<file path="src/rtl/eq_tap_sequencer_if.sv">
// Config write port, load request and tap-stream handshake of the EQ tap sequencer.
interface eq_tap_sequencer_if #(
    parameter int unsigned NUM_BANDS = 4,
    parameter int unsigned COEFF_W   = 16,
    parameter int unsigned GAIN_W    = 2
);
    logic                        cfgWe;
    logic [7:0]                  cfgAddr;
    logic [COEFF_W-1:0]          cfgData;
    logic                        load;
    logic [NUM_BANDS*GAIN_W-1:0] eqVal;
    logic                        tapValid;
    logic                        tapReady;
    logic [COEFF_W-1:0]          tapCoeff;
    logic [7:0]                  tapNum;
    logic                        tapLast;
    logic                        busy;

    // Sequencer side: sources the tap stream.
    modport master (
        input  cfgWe, cfgAddr, cfgData, load, eqVal, tapReady,
        output tapValid, tapCoeff, tapNum, tapLast, busy
    );

    // Control / filter side.
    modport slave (
        output cfgWe, cfgAddr, cfgData, load, eqVal, tapReady,
        input  tapValid, tapCoeff, tapNum, tapLast, busy
    );
endinterface

</file>
<file path="src/rtl/eq_tap_sequencer.sv">
// Equalizer tap-coefficient sequencer: base-coefficient RAM, per-band gain scaling
// with floor shift and saturation, streamed over valid/ready with one queued load.
module eq_tap_sequencer #(
    parameter int unsigned NUM_BANDS     = 4,
    parameter int unsigned TAPS_PER_BAND = 4,
    parameter int unsigned COEFF_W       = 16,
    parameter int unsigned GAIN_W        = 2
) (
    input logic                clk,
    input logic                reset,
    eq_tap_sequencer_if.master bus
);
    localparam int unsigned NUM_TAPS = NUM_BANDS * TAPS_PER_BAND;
    localparam int unsigned ADDR_W   = (NUM_TAPS > 1) ? $clog2(NUM_TAPS) : 1;
    localparam int unsigned PROD_W   = COEFF_W + GAIN_W + 1;
    localparam int unsigned EQ_W     = NUM_BANDS * GAIN_W;
    localparam logic [7:0]  LAST_TAP = 8'(NUM_TAPS - 1);
    localparam logic signed [PROD_W-1:0] SAT_MAX = {{(GAIN_W+2){1'b0}}, {(COEFF_W-1){1'b1}}};
    localparam logic signed [PROD_W-1:0] SAT_MIN = {{(GAIN_W+2){1'b1}}, {(COEFF_W-1){1'b0}}};

    typedef enum logic [1:0] {IDLE, FETCH, STREAM} state_t;

    state_t                    state;
    logic [EQ_W-1:0]           gain_q;
    logic                      pend;
    logic [EQ_W-1:0]           pend_gain;
    logic [7:0]                rd_num;
    logic [COEFF_W-1:0]        mem [NUM_TAPS];
    logic signed [COEFF_W-1:0] rd_data;

    logic [GAIN_W-1:0]         rd_gain_c;
    logic signed [PROD_W-1:0]  base_ext_c;
    logic signed [PROD_W-1:0]  gain_ext_c;
    logic signed [PROD_W-1:0]  prod_c;
    logic signed [PROD_W-1:0]  shifted_c;
    logic [COEFF_W-1:0]        scaled_c;
    logic                      last_accept_c;
    logic                      advance_c;
    logic                      rd_en_c;
    logic [ADDR_W-1:0]         rd_addr_c;
    logic                      cfg_wr_c;

    // Gain code of the band owning the tap currently held in the read stage.
    always_comb begin
        rd_gain_c = '0;
        for (int unsigned b = 0; b < NUM_BANDS; b++) begin
            if ((32'(rd_num) / TAPS_PER_BAND) == b) begin
                rd_gain_c = gain_q[b*GAIN_W +: GAIN_W];
            end
        end
    end

    // Scale base by unsigned gain, floor-shift by unity, clamp to coefficient range.
    always_comb begin
        base_ext_c = PROD_W'($signed(rd_data));
        gain_ext_c = PROD_W'({1'b0, rd_gain_c});
        prod_c     = base_ext_c * gain_ext_c;
        shifted_c  = prod_c >>> (GAIN_W - 1);
        if (shifted_c > SAT_MAX) begin
            scaled_c = {1'b0, {(COEFF_W-1){1'b1}}};
        end else if (shifted_c < SAT_MIN) begin
            scaled_c = {1'b1, {(COEFF_W-1){1'b0}}};
        end else begin
            scaled_c = shifted_c[COEFF_W-1:0];
        end
    end

    // Handshake decode: output slot refills whenever empty or being accepted (no bubble).
    always_comb begin
        last_accept_c = (state == STREAM) && bus.tapValid && bus.tapReady && bus.tapLast;
        advance_c     = (state == STREAM) && (!bus.tapValid || (bus.tapReady && !bus.tapLast));
        rd_en_c       = (state == FETCH) || (advance_c && (rd_num != LAST_TAP));
        rd_addr_c     = (state == FETCH) ? '0 : ADDR_W'(rd_num + 8'd1);
        cfg_wr_c      = bus.cfgWe && !bus.busy && (32'(bus.cfgAddr) < NUM_TAPS);
    end

    // Base-coefficient RAM with synchronous read; contents survive reset.
    always_ff @(posedge clk) begin
        if (cfg_wr_c) begin
            mem[bus.cfgAddr[ADDR_W-1:0]] <= bus.cfgData;
        end
        if (rd_en_c) begin
            rd_data <= mem[rd_addr_c];
        end
    end

    // Sequencer FSM with registered stream outputs and a single pending-load slot.
    always_ff @(posedge clk or posedge reset) begin
        if (reset) begin
            state        <= IDLE;
            gain_q       <= '0;
            pend         <= 1'b0;
            pend_gain    <= '0;
            rd_num       <= '0;
            bus.tapValid <= 1'b0;
            bus.tapCoeff <= '0;
            bus.tapNum   <= '0;
            bus.tapLast  <= 1'b0;
            bus.busy     <= 1'b0;
        end else begin
            case (state)
                IDLE: begin
                    if (bus.load) begin
                        gain_q   <= bus.eqVal;
                        rd_num   <= '0;
                        state    <= FETCH;
                        bus.busy <= 1'b1;
                    end
                end
                FETCH: begin
                    state <= STREAM;
                    if (bus.load) begin
                        pend      <= 1'b1;
                        pend_gain <= bus.eqVal;
                    end
                end
                STREAM: begin
                    if (last_accept_c) begin
                        bus.tapValid <= 1'b0;
                        bus.tapLast  <= 1'b0;
                        rd_num       <= '0;
                        pend         <= 1'b0;
                        if (bus.load) begin
                            gain_q <= bus.eqVal;
                            state  <= FETCH;
                        end else if (pend) begin
                            gain_q <= pend_gain;
                            state  <= FETCH;
                        end else begin
                            state    <= IDLE;
                            bus.busy <= 1'b0;
                        end
                    end else begin
                        if (bus.load) begin
                            pend      <= 1'b1;
                            pend_gain <= bus.eqVal;
                        end
                        if (advance_c) begin
                            bus.tapValid <= 1'b1;
                            bus.tapCoeff <= scaled_c;
                            bus.tapNum   <= rd_num;
                            bus.tapLast  <= (rd_num == LAST_TAP);
                            if (rd_num != LAST_TAP) begin
                                rd_num <= rd_num + 8'd1;
                            end
                        end
                    end
                end
                default: state <= IDLE;
            endcase
        end
    end
endmodule

</file>
<file path="src/flat_wrapper.sv">
// flat-port wrapper written by rule: the top's interface ports become plain ports
module eq_tap_sequencer_flat 
#(
    parameter int unsigned NUM_BANDS     = 4,
    parameter int unsigned TAPS_PER_BAND = 4,
    parameter int unsigned COEFF_W       = 16,
    parameter int unsigned GAIN_W        = 2
)
  (clk, reset, bus_cfgWe, bus_cfgAddr, bus_cfgData, bus_load, bus_eqVal, bus_tapReady, bus_tapValid, bus_tapCoeff, bus_tapNum, bus_tapLast, bus_busy);
  eq_tap_sequencer_if #(.NUM_BANDS(NUM_BANDS), .COEFF_W(COEFF_W), .GAIN_W(GAIN_W)) bus_i ();
  input logic clk;
  input logic reset;
  input wire logic [$bits(bus_i.cfgWe)-1:0] bus_cfgWe;
  input wire logic [$bits(bus_i.cfgAddr)-1:0] bus_cfgAddr;
  input wire logic [$bits(bus_i.cfgData)-1:0] bus_cfgData;
  input wire logic [$bits(bus_i.load)-1:0] bus_load;
  input wire logic [$bits(bus_i.eqVal)-1:0] bus_eqVal;
  input wire logic [$bits(bus_i.tapReady)-1:0] bus_tapReady;
  output wire logic [$bits(bus_i.tapValid)-1:0] bus_tapValid;
  output wire logic [$bits(bus_i.tapCoeff)-1:0] bus_tapCoeff;
  output wire logic [$bits(bus_i.tapNum)-1:0] bus_tapNum;
  output wire logic [$bits(bus_i.tapLast)-1:0] bus_tapLast;
  output wire logic [$bits(bus_i.busy)-1:0] bus_busy;
  assign bus_i.cfgWe = bus_cfgWe;
  assign bus_i.cfgAddr = bus_cfgAddr;
  assign bus_i.cfgData = bus_cfgData;
  assign bus_i.load = bus_load;
  assign bus_i.eqVal = bus_eqVal;
  assign bus_i.tapReady = bus_tapReady;
  assign bus_tapValid = bus_i.tapValid;
  assign bus_tapCoeff = bus_i.tapCoeff;
  assign bus_tapNum = bus_i.tapNum;
  assign bus_tapLast = bus_i.tapLast;
  assign bus_busy = bus_i.busy;
  eq_tap_sequencer #(.NUM_BANDS(NUM_BANDS), .TAPS_PER_BAND(TAPS_PER_BAND), .COEFF_W(COEFF_W), .GAIN_W(GAIN_W)) u_core (.clk(clk), .reset(reset), .bus(bus_i));
endmodule
</file>
<file path="config.mk">
export PLATFORM = sky130hd
export DESIGN_NAME = eq_tap_sequencer_flat
export DESIGN_NICKNAME = d
export VERILOG_FILES = /design/src/rtl/eq_tap_sequencer_if.sv /design/src/rtl/eq_tap_sequencer.sv /design/src/flat_wrapper.sv
export SDC_FILE = /design/constraint.sdc
export NUM_CORES = 1
export LEC_CHECK = 0
export ABC_AREA = 1
export CAP_MARGIN = 30
export CORE_MARGIN = 1.5
export CORE_UTILIZATION = 50
export DETAILED_ROUTE_END_ITERATION = 7
export GPL_TIMING_DRIVEN = 0
export PLACE_DENSITY = 0.72
export SLEW_MARGIN = 10
export SYNTH_ARGS = -nofsm -noshare
export SYNTH_HDL_FRONTEND = slang
export SYNTH_SLANG_ARGS = --single-unit
export TNS_END_PERCENT = 10
</file>
<file path="constraint.sdc">
create_clock -name clk -period 4.3 [get_ports clk]
set_input_delay 0.86 -clock clk [delete_from_list [all_inputs] [get_ports clk]]
set_output_delay 0.86 -clock clk [all_outputs]
set_load 0.03 [all_outputs]
</file>
==> out/metrics.yaml <==
period_share_pct: 92.1
whs_ps: 486
crit_family: "simple AND/OR/NAND/NOR gates"
status: "finished clean"
yosys_warnings: 0
max_stage_delay_ps: 430
cellPowerDensity_nw_per_um2: 750
htree_num_levels: 2
worstPathArrival_ps: 4350
viasPerCell: 5.72
root_buffer: "clkbuf_16"
ys_types: 47
slew_violations: 0
num-nets-final: 1492
cts_made_buffers: 34
die_h_um: 174
syn_nets: 1377
drt_iter0_markers: 963
leakagePower_nw: 6.34
wl_per_cell_um: 20.1
drcViolationCount: 0
pwr-share-clk_pct: 21.9
die-area_um2: 30200
n_fill_cell: 2280
pin_count: 64
min_path_type: "reg -> reg"
tightest_slew_ps: 841
cp_max_fo: 10
grt_pass1_wl_um: 56600
synth_area_leaders: "edfxtp_1 (56%), dfrtp_1 (9.3%), nor2_1 (6.9%)"
cts.sinks: 326
place_area_um2: 16000
start_kind: "flip-flop"
core-area_um2: 28700
path_class: "reg -> reg"
drive_above_1_share_pct: 11.2
crit_slowest_cell: "o221ai_2"
final.min_clock_period_ps: 3960
design_area_um2: 17100
ys_seq_area_share_pct: 65.2
fin_skew_ps: 12.0
io_buffer_count: 62
total_power_mw: 12.8
postSynth.asyncResetShare_pct: 16.6
vias: 10400
postCtsHoldBufs: 0
grt_pass1_vias: 10300
syn_area_um2: 14600
die_w_um: 174
vdd_drop_max_v: 0.000449
clock_latency_ps: 520
place_congestion: 0.862
synth_cells: 1302
ys_ff_latch: 326
drv_cap: 0
clkSlewWorstSetupHoldPaths_ps: 60
initial_core_util_pct: 50.9
synth_edf_count: 272
area_growth_pct: 16.7
num_antenna_cells: 0
crit_buf_inv: 4
p_int_mw: 7.38
p_switching_mw: 5.41
max_freq_ghz: 0.252
grt_usage_pct: 24.5
rsz0062_at_grt: "false"
crit_chain: "inv_1, nand2_1, nor2_2, nand3_1, o221ai_2, buf_2, nor2_1, ha_1, ha_1, nand2_1, inv_1, nand2_1, nand2_1, a21oi_1, nand3_1, nand2_1, nand2_2, a21oi_4, buf_6, a21oi_2"
tritoncts: "yes"
grt_start_max_net_pins: 40
end_kind: "flip-flop"
cpMostUsedCell: "nand2_1"
finalHoldViolations: 0
swShare_pct: 42.3
ant_nets: 0
ys.flop_type: "edfxtp_1"
synth_top_area_share_pct: 55.9
drt_first_pass_iters: 6
combPwrFrac_pct: 47.3
synth_top_area_cell: "edfxtp_1"
cts_setup_buffers: 0
post_cts.resized_instances: 0
rrSetupSlack_ps: 340
seqPwrFrac_pct: 30.7
wl_um: 36600
clock_path_buffers: 3
hpwl_um: 25200
synth.avg_cell_area_um2: 11.2
antenna_found_initial: 0
setup_viol: 0
cp.required_ps: 4690
slew_headroom_pct: 43.9
gr-total-overflow: 0
num_rows: 62
[routing by layer]
layer  GRT usage (%)  vias to the layer above  routed length [um]
li1                -                     4847                   -
met1            30.6                     5007               14200
met2            41.8                      486               17800
met3            4.35                       93                3080
met4            10.9                        0                1450
met5               0                        -                   0
[per-stage QoR]
| stage | setup WS, ps | std cells | utilization [%] | TNS [ps] |
|---|---|---|---|---|
| 2_1_floorplan | 1010 | 1302 | - | 0 |
| 3_3_place_gp | -374 | 1748 | 54.7 | -5970 |
| 3_5_place_dp | 418 | 1765 | 55.8 | 0 |
| 4_1_cts | 375 | 1824 | 59.4 | 0 |
| 5_1_grt | 62.1 | 1824 | 59.4 | 0 |
| 6_report | 338 | 1824 | 59.4 | 0 |
[synthesized netlist by cell type, types with 16 or more instances]
| cell | count |
|---|---|
| nor2_1 | 268 |
| ha_1 | 37 |
| buf_2 | 17 |
| nand3_1 | 30 |
| clkbuf_1 | 29 |
| o22ai_1 | 18 |
| edfxtp_1 | 272 |
| o221ai_1 | 18 |
| o32ai_1 | 16 |
| dfrtp_1 | 54 |
| inv_1 | 85 |
| nand2_1 | 158 |
| a21oi_1 | 18 |
| o211ai_1 | 31 |
| o21ai_0 | 125 |
[sequential cells by signal, indices dropped and copies added (netlist names)]
name / flops
u_core.mem: 256
u_core.bus.tapLast: 1
u_core.pend_gain: 8
u_core.bus.busy: 1
u_core.rd_data: 16
u_core.bus.tapNum: 8
u_core.state: 2
u_core.bus.tapValid: 1
u_core.gain_q: 8
u_core.rd_num: 8
u_core.pend: 1
u_core.bus.tapCoeff: 16
[worst register-to-register path, delay by kind of cell, from the launching register on]
family	cells	cell delay, ps
buffers and inverters	4	650
DFF	1	400
AOI/OAI and AO/OA	4	910
and+or+nand+nor	10	1210
adders and majority gates	2	660
[power groups by stage]
stage                     Sequential (mW)  Combinational [mW]  Clock, mW
after floorplan                      4.17                3.95          0
after global placement               3.99                5.87          0
after detailed placement             4.00                5.99          0
after CTS                            3.94                6.03       2.82
after global routing                 3.97                6.69       2.94
final                                3.93                6.06       2.80
[cells by family (layout without fill, tap and decap cells)]
logic type	Yosys count	count (layout)	synth area share (%)
adder cells (fa/ha/maj)	38	38	3.31
flip-flops	326	326	65.2
XOR/XNOR	13	13	0.779
AND/OR/NAND/NOR	499	499	14.0
multiplexers	1	1	0.0771
buffers and inverters	153	291	4.71
AO/OA/AOI/OAI	272	272	11.9
[cell usage in the layout, fill, tap and decap left out, drive strengths merged, types with 7 or more instances in the layout]
master	instances
nor2	277
edfxtp	272
nand2	174
o21ai	128
inv	90
clkbuf	71
clkdlybuf4s50	62
dfrtp	54
buf	51
ha	37
o211ai	31
nand3	31
a21oi	29
o221ai	20
o22ai	18
o32ai	16
o311ai	16
clkinv	13
xor2	12
a31oi	9
nor3	7
[final timing paths]
check / endpoint / startpoint / cells after the start
min in group asynchronous: u_core.gain_q[5] / reset / 2
worst max-delay path: u_core.bus.tapCoeff[9] / u_core.rd_num[4] / 20
worst min register to register: u_core.bus.tapNum[1] / u_core.bus.tapNum[1] / 2
worst min-delay path: u_core.bus.tapNum[1] / u_core.bus.tapNum[1] / 2
max in group asynchronous: u_core.bus.tapCoeff[12] / reset / 3
worst max register to register: u_core.bus.tapCoeff[9] / u_core.rd_num[4] / 20
[cell type report]
cell class,count,area (um2),area share [%]
multi-input cells,823,4440,26.1
well taps,384,480,2.82
plain buffers,64,354,2.08
flip-flops and latches,326,9520,55.8
repair buffers,79,877,5.14
inverters,89,334,1.96
clock buffers,41,898,5.27
clock inverters,18,145,0.851
Note: power is estimated with default switching activity, not from simulation.
